**src/rtl/spi_slave_core_if.sv**
```systemverilog
// spi_slave_core_if
//   Local-side bus of the SPI target core: transmit holding register write port,
//   receive word valid/ack handshake and status pulses.
//   slave modport  : seen by spi_slave_core
//   master modport : seen by the local consumer (register file / FIFO / bench)
// Signals
//   tx_din      next word to send
//   tx_load     write strobe for tx_din (accepted while tx_ready=1)
//   tx_ready    holding register empty
//   rx_dout     last received word
//   rx_valid    rx_dout holds an unacknowledged word
//   rx_ack      consumer acknowledges rx_dout
//   rx_overrun  1-clk pulse, word completed while rx_valid=1
//   tx_underrun 1-clk pulse, shifter load found holding register empty
//   busy        frame in progress
interface spi_slave_core_if #(
  parameter int DWIDTH = 8
) ();
  logic [DWIDTH-1:0] tx_din;
  logic              tx_load;
  logic              tx_ready;
  logic [DWIDTH-1:0] rx_dout;
  logic              rx_valid;
  logic              rx_ack;
  logic              rx_overrun;
  logic              tx_underrun;
  logic              busy;

  modport slave (
    input  tx_din, tx_load, rx_ack,
    output tx_ready, rx_dout, rx_valid, rx_overrun, tx_underrun, busy
  );

  modport master (
    output tx_din, tx_load, rx_ack,
    input  tx_ready, rx_dout, rx_valid, rx_overrun, tx_underrun, busy
  );
endinterface

```
**src/rtl/spi_slave_core.sv**
```systemverilog
// spi_slave_core
//   SPI target (CPOL=0) end of the SPI link. ss_n/sclk/mosi are oversampled on clk
//   through 2-FF synchronisers; DWIDTH-bit words are shifted MSB-first. mosi is
//   sampled on sclk rising edges, miso advances on sclk falling edges, and the MSB
//   of every word is presented before its first rising edge.
// Ports
//   clk      system clock (posedge)
//   rst      asynchronous reset, active-low
//   ss_n     slave select, active-low, asynchronous
//   sclk     SPI clock from master, asynchronous
//   mosi     master-out data, asynchronous
//   miso     slave-out data
//   miso_oe  miso pad output enable
//   bus      local side (tx holding register, rx valid/ack, status)
module spi_slave_core #(
  parameter int DWIDTH = 8
) (
  input  logic                  clk,
  input  logic                  rst,
  input  logic                  ss_n,
  input  logic                  sclk,
  input  logic                  mosi,
  output logic                  miso,
  output logic                  miso_oe,
  spi_slave_core_if.slave       bus
);

  localparam int CW = $clog2(DWIDTH) + 1;

  localparam logic [0:0] IDLE   = 1'b0;
  localparam logic [0:0] ACTIVE = 1'b1;

  logic [0:0]        state;
  logic [1:0]        ss_s, sclk_s, mosi_s;
  logic              ss_d, sclk_d;
  logic              ss_fall, ss_rise, sclk_rise, sclk_fall;
  logic [DWIDTH-1:0] hold, tx_sh, rx_sh, rx_dout;
  logic [CW-1:0]     cnt;
  logic              tx_ready, rx_valid, rx_overrun, tx_underrun;
  logic              word_done, reload;

  always_ff @(posedge clk or negedge rst) begin
    if (!rst) begin
      ss_s   <= '1;
      ss_d   <= 1'b1;
      sclk_s <= '0;
      sclk_d <= 1'b0;
      mosi_s <= '0;
    end else begin
      ss_s   <= {ss_s[0], ss_n};
      ss_d   <= ss_s[1];
      sclk_s <= {sclk_s[0], sclk};
      sclk_d <= sclk_s[1];
      mosi_s <= {mosi_s[0], mosi};
    end
  end

  always_comb begin
    ss_fall   = ss_d & ~ss_s[1];
    ss_rise   = ~ss_d & ss_s[1];
    sclk_rise = sclk_s[1] & ~sclk_d;
    sclk_fall = ~sclk_s[1] & sclk_d;
    // Completion is evaluated one clk after the last rising edge, independent of
    // state, so a word finishing just as ss_n rises is still delivered.
    word_done = (cnt == CW'(DWIDTH));
    // Shifter (re)load: frame start, or a falling edge on a word boundary.
    reload    = ((state == IDLE) && ss_fall) ||
                ((state == ACTIVE) && !ss_rise && sclk_fall && (cnt == '0));
  end

  always_ff @(posedge clk or negedge rst) begin
    if (!rst) begin
      state       <= IDLE;
      hold        <= '0;
      tx_ready    <= 1'b1;
      tx_sh       <= '0;
      rx_sh       <= '0;
      rx_dout     <= '0;
      rx_valid    <= 1'b0;
      rx_overrun  <= 1'b0;
      tx_underrun <= 1'b0;
      cnt         <= '0;
    end else begin
      rx_overrun  <= 1'b0;
      tx_underrun <= 1'b0;

      // A same-clk load and reload can only coincide with an empty holding
      // register: the shifter gets zeros and the new word is kept for later.
      if (bus.tx_load && tx_ready) begin
        hold     <= bus.tx_din;
        tx_ready <= 1'b0;
      end else if (reload) begin
        tx_ready <= 1'b1;
      end

      if (reload) begin
        tx_sh       <= tx_ready ? '0 : hold;
        tx_underrun <= tx_ready;
      end

      if (word_done) begin
        rx_dout    <= rx_sh;
        rx_valid   <= 1'b1;
        rx_overrun <= rx_valid & ~bus.rx_ack;
      end else if (bus.rx_ack) begin
        rx_valid <= 1'b0;
      end

      case (state)
        IDLE: begin
          if (ss_fall) begin
            state <= ACTIVE;
            cnt   <= '0;
          end
        end
        default: begin
          if (ss_rise) begin
            state <= IDLE;
            cnt   <= '0;
            tx_sh <= '0;
          end else begin
            if (word_done) begin
              cnt <= '0;
            end else if (sclk_rise) begin
              rx_sh <= {rx_sh[DWIDTH-2:0], mosi_s[1]};
              cnt   <= cnt + CW'(1);
            end
            if (sclk_fall && (cnt != '0)) begin
              tx_sh <= {tx_sh[DWIDTH-2:0], 1'b0};
            end
          end
        end
      endcase
    end
  end

  assign miso            = tx_sh[DWIDTH-1];
  assign miso_oe         = (state == ACTIVE);
  assign bus.busy        = (state == ACTIVE);
  assign bus.tx_ready    = tx_ready;
  assign bus.rx_dout     = rx_dout;
  assign bus.rx_valid    = rx_valid;
  assign bus.rx_overrun  = rx_overrun;
  assign bus.tx_underrun = tx_underrun;

endmodule
```
**src/flat_wrapper.sv**
```systemverilog
// flat-port wrapper written by rule: the top's interface ports become plain ports
module spi_slave_core_flat 
#(
  parameter int DWIDTH = 8
)
  (clk, rst, ss_n, sclk, mosi, miso, miso_oe, bus_tx_din, bus_tx_load, bus_rx_ack, bus_tx_ready, bus_rx_dout, bus_rx_valid, bus_rx_overrun, bus_tx_underrun, bus_busy);
  spi_slave_core_if #(.DWIDTH(DWIDTH)) bus_i ();
  input  logic clk;
  input  logic rst;
  input  logic ss_n;
  input  logic sclk;
  input  logic mosi;
  output logic miso;
  output logic miso_oe;
  input wire logic [$bits(bus_i.tx_din)-1:0] bus_tx_din;
  input wire logic [$bits(bus_i.tx_load)-1:0] bus_tx_load;
  input wire logic [$bits(bus_i.rx_ack)-1:0] bus_rx_ack;
  output wire logic [$bits(bus_i.tx_ready)-1:0] bus_tx_ready;
  output wire logic [$bits(bus_i.rx_dout)-1:0] bus_rx_dout;
  output wire logic [$bits(bus_i.rx_valid)-1:0] bus_rx_valid;
  output wire logic [$bits(bus_i.rx_overrun)-1:0] bus_rx_overrun;
  output wire logic [$bits(bus_i.tx_underrun)-1:0] bus_tx_underrun;
  output wire logic [$bits(bus_i.busy)-1:0] bus_busy;
  assign bus_i.tx_din = bus_tx_din;
  assign bus_i.tx_load = bus_tx_load;
  assign bus_i.rx_ack = bus_rx_ack;
  assign bus_tx_ready = bus_i.tx_ready;
  assign bus_rx_dout = bus_i.rx_dout;
  assign bus_rx_valid = bus_i.rx_valid;
  assign bus_rx_overrun = bus_i.rx_overrun;
  assign bus_tx_underrun = bus_i.tx_underrun;
  assign bus_busy = bus_i.busy;
  spi_slave_core #(.DWIDTH(DWIDTH)) u_core (.clk(clk), .rst(rst), .ss_n(ss_n), .sclk(sclk), .mosi(mosi), .miso(miso), .miso_oe(miso_oe), .bus(bus_i));
endmodule
```
**config.mk**
```make
export PLATFORM = sky130hd
export DESIGN_NAME = spi_slave_core_flat
export DESIGN_NICKNAME = d
export VERILOG_FILES = /design/src/rtl/spi_slave_core_if.sv /design/src/rtl/spi_slave_core.sv /design/src/flat_wrapper.sv
export SDC_FILE = /design/constraint.sdc
export NUM_CORES = 1
export LEC_CHECK = 0
export ABC_AREA = 1
export CAP_MARGIN = 20
export CORE_UTILIZATION = 48
export DETAILED_ROUTE_END_ITERATION = 8
export PLACE_DENSITY = 0.81
export REMOVE_ABC_BUFFERS = 1
export SLEW_MARGIN = 20
export SYNTH_ARGS = -nofsm -noshare
export SYNTH_HDL_FRONTEND = slang
export SYNTH_SLANG_ARGS = --single-unit
```
**constraint.sdc**
```tcl
create_clock -name clk -period 1.4 [get_ports clk]
set_input_delay 0.14 -clock clk [delete_from_list [all_inputs] [get_ports clk]]
set_output_delay 0.14 -clock clk [all_outputs]
set_load 0.05 [all_outputs]
```
# Yosys cells after proc, flatten, opt, wreduce, memory -nomap -nowiden
# Index checks and enable logic that the tools add are counted.
op_classes:
  bitwise: 13
  addsub: 1
  n_eq_ne: 2
  mux: 19
  reduce_logical: 15
ops:
  columns: ["operator", "count"]
  rows:
  - ["8-bit 2-to-1 mux", 5]
  - ["4-bit 2-to-1 mux", 5]
  - ["1-bit 2-to-1 mux", 9]
  - ["1-bit NOT", 8]
  - ["1-bit logical AND", 6]
  - ["2-bit nonzero test", 3]
  - ["1-bit AND", 5]
  - ["4-bit by 1-bit adder with 4-bit output (second input constant)", 1]
  - ["4-bit == test (second input constant)", 1]
  - ["4-bit logical NOT", 1]
  - ["4-bit != test (second input constant)", 1]
  - ["4-bit AND reduction", 1]
  - ["4-bit nonzero test", 1]
  - ["2-bit AND reduction", 1]
  - ["1-bit logical NOT", 1]
  - ["1-bit logical OR", 1]
totals:
  register_bits: 49
  in_bits: 15

# Logic depth before layout (Yosys ltp)
# Gate-level depths: netlist of run 1.
depth:
  ltp_word: 11
  mapped_depth: 9
  depth_no_buf: 9

# Worst setup path before layout of run 1
# OpenSTA, ideal clock, no wires.
synth_path:
  kind: "register to register"
  start: "register u_core.state (netlist: u_core.bus.busy)"
  end: "register u_core.tx_sh[0]"
  path_buffers: 1
  setup_time_ns: 0.121
  synth_period_minus_slack_ns: 1.485
  arrival_ns: 1.364
  required_ns: 1.279
  slack_ns: -0.085
  path_stages_with_launch: 7
  cell_sequence: "dfrtp_1 nand2_1 inv_2 nand2_2 buf_6 a22oi_1 nor2_1"
synth_via:
  elab_chain_len: 8
  word_cells_on_any_way: 10
synth_rtl:
  columns: ["item", "line_no", "text"]
  rows:
  - ["from (decl)", "spi_slave_core.sv:33", "logic [0:0] state;"]
  - ["from (signal assigned)", "spi_slave_core.sv:73", "state <= IDLE;"]
  - ["from (signal assigned)", "spi_slave_core.sv:112", "state <= ACTIVE;"]
  - ["from (signal assigned)", "spi_slave_core.sv:118", "state <= IDLE;"]
  - ["1-bit logical AND (3 in series)", "spi_slave_core.sv:68", "((state == ACTIVE) && !ss_rise && sclk_fall && (cnt == '0));"]
  - ["1-bit logical OR", "spi_slave_core.sv:67", "reload = ((state == IDLE) && ss_fall) ||"]
  - ["8-bit 2-to-1 mux", "spi_slave_core.sv:96", "if (reload) begin"]
  - ["8-bit 2-to-1 mux", "spi_slave_core.sv:128", "if (sclk_fall && (cnt != '0)) begin"]
  - ["8-bit 2-to-1 mux", "spi_slave_core.sv:117", "if (ss_rise) begin"]
  - ["8-bit 2-to-1 mux *", "spi_slave_core.sv:109", "case (state)"]
  - ["to (signal assigned)", "spi_slave_core.sv:97", "tx_sh <= tx_ready ? '0 : hold;"]
  - ["to (signal assigned)", "spi_slave_core.sv:129", "tx_sh <= {tx_sh[DWIDTH-2:0], 1'b0};"]
  - ["to (decl)", "spi_slave_core.sv:37", "logic [DWIDTH-1:0] hold, tx_sh, rx_sh, rx_dout;"]
# Mark *: on every way between the ends. The rest lies on a longest branch, timed or not.
# A chain may end at the register's enable or synchronous reset.

# Final worst setup path of run 1
layout_path:
  start: "register u_core.cnt[1]"
  end: "register u_core.tx_sh[4]"
layout_via:
  elab_chain_len: 7
  word_cells_on_any_way: 9
layout_rtl:
  columns: ["item", "line_no", "text"]
  rows:
  - ["from (decl)", "spi_slave_core.sv:38", "logic [CW-1:0] cnt;"]
  - ["from (signal assigned)", "spi_slave_core.sv:126", "cnt <= cnt + CW'(1);"]
  - ["4-bit logical NOT", "spi_slave_core.sv:68", null]
  - ["1-bit logical AND", "spi_slave_core.sv:68", null]
  - ["1-bit logical OR", "spi_slave_core.sv:67", null]
  - ["8-bit 2-to-1 mux", "spi_slave_core.sv:96", null]
  - ["8-bit 2-to-1 mux", "spi_slave_core.sv:128", null]
  - ["8-bit 2-to-1 mux", "spi_slave_core.sv:117", null]
  - ["8-bit 2-to-1 mux *", "spi_slave_core.sv:109", null]
# Marked as above.

==> flow_summary.yaml, run 1 <==
synth:
  yosys.area.top_type: "dfrtp_1"
  synth-async-reset-ratio_pct: 100
  synth.most_common_cell: "nand2_1"
  yosysTopAreaCellShare_pct: 55.1
  synth_enable_flop_cells: 0
  syn_inst: 204
  synth_cell_types: 25
  syn_area_per_cell_um2: 10.0
  ys.flop_type: "dfrtp_1"
  ys_ff_latch: 49
  synthTopCellsByArea: "dfrtp_1, nand2_1, dfstp_2"
  yosysWarnings: 0
  synth_seq_area_share_pct: 60.2
  synth_commonest_cells: "nand2_1, dfrtp_1, inv_1, nand3_1, o21ai_0"
  netlist_area_mm2: 0.00204
global_route:
  gr-usage-all-layers_pct: 18.4
  grt_pass1_vias: 1378
  grt-ovfl-total: 0
  grt_pass1_wl_um: 6000
  grt_max_degree: 50
  antenna_found_initial: 0
setup_path:
  crit-reg2reg-capture: "u_core.tx_sh[4]"
  cp-end-kind: "flop"
  crit_type: "flop to flop"
  cp-startpoint: "u_core.cnt[1]"
  critPathArrivalTime_ns: 1.63
  rrSetupSlack_ns: -0.02
  cp-endpoint: "u_core.tx_sh[4]"
  rr_worst_depth: 9
  worstPathRequired_ns: 1.60
  r2r-start: "u_core.cnt[1]"
  cp_max_fo: 8
  startpoint_type: "flop"
placed_design:
  gp_congestion: 0.874
  dpl.hpwl_um: 2470
  dpl_worst_slack_ns: -0.0226
  io_buffer_count: 29
outcome:
  run_status: "complete, but fails checks"
  failed_checks: "setup timing"
timing:
  finalSetupViolCount: 5
  skew_ns: 0.00148
  rsz0062_at_grt: "true"
  fin_crit_sh_pct: 102
  max_freq_mhz: 702
  tightest_slew_ns: 0.351
  fin_ws_ns: -0.0242
  slew_headroom_pct: 76.5
  setup_tns_ns: -0.0638
  slew_viol_final: 0
  fin_crit_ns: 1.42
  hold_violations: 0
cells_and_area:
  fill_cells: 300
  antennaDiodeCount: 0
  drive_gt1_share_pct: 29.9
  final_nets: 270
  area_growth_pct: 32.3
  multi_input_area_um2: 742
  regArea_mm2: 0.00123
clock_tree:
  cts_max_path_buffers: 2
  clock_latency_ns: 0.30
  htreeDepth: 2
  cts.clk_slew.worst_paths_ns: 0.08
  cts_buffers: 5
  clockRootBuffer: "clkbuf_8"
  tritoncts: "done"
  cts.sinks: 49
job:
  drv.max_cap_violation_count: 0
route:
  wirelength_um: 3690
  drc: 0
  viasPerCell: 4.88
  ant_nets: 0
  dr.pass1.iters: 4
  vias: 1485
  wl_per_cell_um: 12.1
  drt_iter0_drc: 71
die:
  die-area_mm2: 0.00452
  die_x_um: 67.3
  start_util_pct: 50.4
  fp.coreArea_mm2: 0.00406
  num_rows: 23
  io-pin-count: 30
  die_h_um: 67.3
power_and_ir_drop:
  p_per_area_mw_per_mm2: 1630
  total_leakage_power_nw: 1.31
  ir_worst_vdd_v: 0.00117
min_path:
  hold_path.class: "primary input to flop"
==> placed cells by master, fill, tap and decap left out, drive strengths merged, types with 3 or more instances in the layout <==
cell           netlist  layout
nand3               19      19
dfrtp               45      45
o21ai               22      22
nand2               60      61
mux2                 9       9
nor2                 7       7
buf                  4      32
clkdlybuf4s50        0      13
clkbuf               1       7
dfstp                4       4
a21oi                3       3
inv                 23      23
==> what timing repair did <==
item / in CTS / in global routing
pin swaps: 0 / 8
hold buffers: 1 / 0
setup endpoints to repair: 7 / 20
setup buffers: 0 / 2
gates resized for setup: 2 / 20
gates cloned: 0 / 1
hold endpoints to repair: 45 / 0
==> power breakdown <==
| group | leakage [nW] | internal (mW) | switching [mW] |
|---|---|---|---|
| logic | 0.638 | 0.651 | 0.743 |
| clock network | 0.0585 | 0.582 | 0.451 |
| registers | 0.617 | 1.79 | 0.209 |
==> kinds of logic (layout without fill, tap and decap cells) <==
group / Yosys count / count (layout) / share of synthesized area, %
adder cells (fa/ha/maj): 2 / 2 / 1.22
XOR/XNOR: 1 / 1 / 0.428
flip-flops: 49 / 49 / 60.2
buffers and inverters: 29 / 78 / 6.61
multiplexers: 9 / 9 / 4.96
AND/OR/NAND/NOR: 88 / 89 / 19.7
AO/OA/AOI/OAI: 26 / 26 / 6.85
==> flip-flops by register name, summed over array words and instances (netlist names) <==
signal                  flops
u_core.bus.rx_dout          8
u_core.hold                 8
u_core.rx_sh                8
u_core.tx_sh                8
u_core.cnt                  4
u_core.mosi_s               2
u_core.sclk_s               2
u_core.ss_s                 2
u_core.bus.busy             1
u_core.bus.rx_overrun       1
u_core.bus.rx_valid         1
u_core.bus.tx_ready         1
u_core.bus.tx_underrun      1
u_core.sclk_d               1
u_core.ss_d                 1
==> stage by stage <==
stage	std cells	total power [mW]	util (%)	hold WS, ns	cell area (µm²)
after floorplan	199	2.78	-	-0.156	2000
after global placement	292	3.27	61.4	0.142	2490
after detailed placement	292	3.31	61.4	0.146	2490
after CTS	301	4.36	64.7	0.225	2620
after global routing	304	4.71	66.7	0.239	2710
final	304	4.42	66.7	0.235	2710
==> worst min-delay path by stage <==
stage	slack, ns	cells after the start	endpoint	from
after floorplan	-0.16	0	u_core.bus.busy	rst
after global placement	0.14	2	u_core.bus.rx_dout[2]	rst
after CTS	0.23	1	u_core.ss_s[0]	ss_n
after global routing	0.24	1	u_core.ss_s[0]	ss_n
after detailed placement	0.15	2	u_core.bus.rx_dout[3]	rst
final	0.23	1	u_core.ss_s[0]	ss_n
==> area by class of cell <==
| cell class | count | area share, % |
|---|---|---|
| clock buffer | 7 | 3.19 |
| clock inverter | 1 | 1.11 |
| inverter | 24 | 3.42 |
| multi-input combinational | 127 | 27.4 |
| sequential | 49 | 45.5 |
| tap | 50 | 2.31 |
| timing repair buffer | 46 | 17.0 |
==> metal layers <==
metal / wire, µm / track usage [%]
met5: 0 / 0
met4: 55 / 9.31
met3: 146 / 5.74
met2: 1750 / 27.4
met1: 1740 / 24.1
==> worst max-delay path, stage by stage, from the launching register on <==
cell	delay, ns
dfrtp_1	0.39
inv_1	0.06
ha_2	0.20
nand2_4	0.07
nor2_4	0.17
nand2_4	0.10
nand2_4	0.13
nand2_1	0.08
nand3_1	0.07
nand2_1	0.05
Power figures use the tool's default switching activity.
==> inputs of run 2 (changes only) <==
--- a/config.mk
+++ b/config.mk
@@ -8,7 +8,9 @@
 export ABC_AREA = 1
 export CAP_MARGIN = 20
 export CORE_UTILIZATION = 48
+export CTS_CLUSTER_DIAMETER = 80
 export DETAILED_ROUTE_END_ITERATION = 8
+export GPL_TIMING_DRIVEN = 0
 export PLACE_DENSITY = 0.81
 export REMOVE_ABC_BUFFERS = 1
 export SLEW_MARGIN = 20
==> run 2 against run 1 <==
The run still ends with setup timing left. Combinational power is essentially flat. Core utilization grew 1.3 points. Worst setup slack lost 0.0050 ns. Sequential power is essentially flat. Non-clock buffer count shrank 3. Critical endpoint is now u_core.tx_sh[1]. Largest cell class unchanged. Largest power group unchanged. Highest routed layer unchanged.
==> flow_summary.yaml, run 2 (synthesis results as in run 1) <==
outcome:
  run_status: "complete, but fails checks"
  failed_checks: "setup timing"
power_and_ir_drop:
  p_switching_mw: 1.51
  power_frac_clock_pct: 23.4
  combPwrFrac_pct: 31.3
  sw_frac_of_total_pct: 34.1
  ir_worst_vdd_v: 0.00123
  total_leakage_power_nw: 1.35
  p_per_area_mw_per_mm2: 1610
  internal-power_mw: 2.92
  p_total_mw: 4.43
  p_seq_share_pct: 45.3
timing:
  max_freq_mhz: 700
  slew_headroom_pct: 67.4
  slew_viol_final: 0
  hold_violations: 0
  fin_crit_sh_pct: 102
  rsz0062_at_grt: "true"
  setup_tns_ns: -0.161
  finalSetupViolCount: 8
  fin_ws_ns: -0.0292
  fin_crit_ns: 1.43
  skew_ns: 0.00865
  tightest_slew_ns: 0.492
placed_design:
  dpl_worst_slack_ns: -0.184
  io_buffer_count: 29
  place_area_mm2: 0.00237
  gp_congestion: 0.795
  dpl.hpwl_um: 2390
setup_path:
  max_stage_delay_ns: 0.53
  critPathArrivalTime_ns: 1.62
  r2r-start: "u_core.ss_d"
  slowest_stage: "dfstp_2"
  crit_type: "flop to flop"
  cp_max_fo: 12
  rr_worst_depth: 7
  crit_path_cell_trace: "inv_2 > nor2_1 > nand2_4 > nand2_8 > nand2_2 > nand3_2 > nand2_1"
  rrSetupSlack_ns: -0.03
  crit-reg2reg-capture: "u_core.tx_sh[1]"
  cp-end-kind: "flop"
  startpoint_type: "flop"
  worstPathRequired_ns: 1.59
cells_and_area:
  area_growth_pct: 34.9
  final_nets: 268
  antennaDiodeCount: 0
  final_area_mm2: 0.00276
  final_util_pct: 68.0
  drive_gt1_share_pct: 31.0
  layout.cells.most_common: "nand2_1"
  mostFrequentLayoutCells: "nand2_1, dfrtp_1, inv_1"
global_route:
  gr-usage-all-layers_pct: 19.6
  grt_util_met2_pct: 29.8
  grt_max_degree: 32
  grt-ovfl-total: 0
  grt_use_met3_pct: 3.04
  met1_usage_pct: 26.9
  grt_pass1_vias: 1434
  grt-busiest-layer: "met2"
  antenna_found_initial: 0
  grt_pass1_wl_um: 6530
die:
  fp.coreArea_mm2: 0.00406
  die_x_um: 67.3
  start_util_pct: 50.4
  num_rows: 23
  io-pin-count: 30
  die-area_mm2: 0.00452
  die_h_um: 67.3
route:
  dr.pass1.iters: 4
  vias: 1597
  viasPerCell: 5.29
  drt_iter0_drc: 138
  wl_per_cell_um: 15.0
  drc: 0
  ant_nets: 0
  wirelength_um: 4520
clock_tree:
  cts_buffers: 5
  clockRootBuffer: "clkbuf_8"
  cts.clk_slew.worst_paths_ns: 0.08
  cts.sinks: 49
  clock_latency_ns: 0.30
  htreeDepth: 2
  tritoncts: "done"
  cts_max_path_buffers: 2
min_path:
  hold_path.class: "primary input to flop"
  hold_end: "u_core.ss_s[0]"
  min_from: "ss_n"
  min_path_cells: 1
job:
  drv.max_cap_violation_count: 0
run 2: layer usage:
layer | up-vias | share of wire [%]
li1 | 748 | -
met1 | 782 | 43
met2 | 57 | 49
met3 | 10 | 5.0
met4 | 0 | 2.5
met5 | - | 0
run 2: worst max-delay path, delay by kind of cell (launching register included):
| family | cells | cell delay, ns |
|---|---|---|
| AND/OR/NAND/NOR | 6 | 0.72 |
| flip-flops | 1 | 0.53 |
| buffers and inverters | 1 | 0.06 |
run 2: stage by stage:
stage          std cells  hold slack (ns)
2_1_floorplan        199           -0.156
3_3_place_gp         278            0.332
3_5_place_dp         279           0.0939
4_1_cts              295            0.240
5_1_grt              302            0.251
6_report             302            0.244
run 2: worst max path at each step:
stage                          startpoint              end  slack, ns  cells past startpoint
after detailed placement    u_core.cnt[0]  u_core.tx_sh[1]      -0.18                      9
after global placement                rst  u_core.tx_sh[7]      -1.12                      1
after CTS                     u_core.ss_d    u_core.cnt[2]      0.008                      5
final                         u_core.ss_d  u_core.tx_sh[1]      -0.03                      7
after global routing       u_core.ss_s[1]  u_core.tx_sh[6]      -0.08                      8
after floorplan           u_core.bus.busy  u_core.tx_sh[1]      -0.49                      7
run 2: power groups by stage:
stage | clock, mW | combinational (mW) | sequential (mW)
final | 1.04 | 1.39 | 2.01
after global routing | 1.11 | 1.50 | 2.05
after CTS | 1.05 | 1.18 | 1.98
after detailed placement | 0 | 1.11 | 2.01
after global placement | 0 | 1.06 | 1.99
after floorplan | 0 | 0.661 | 2.12
run 2: repair_timing:
item                       in CTS  in global routing
setup endpoints to repair      37                 22
hold buffers                    1                  0
pin swaps                       4                  8
gates cloned                    1                  1
buffers inserted                6                  6
gates resized for setup        34                 37
hold endpoints to repair       15                  0
run 2: area by class of cell:
type,count,area [µm²]
inverter,24,97.6
fill,277,1300
clock buffer,7,86.3
tap,50,62.6
multi-input combinational,128,863
sequential,49,1230
timing repair buffer,43,385
clock inverter,1,30.0
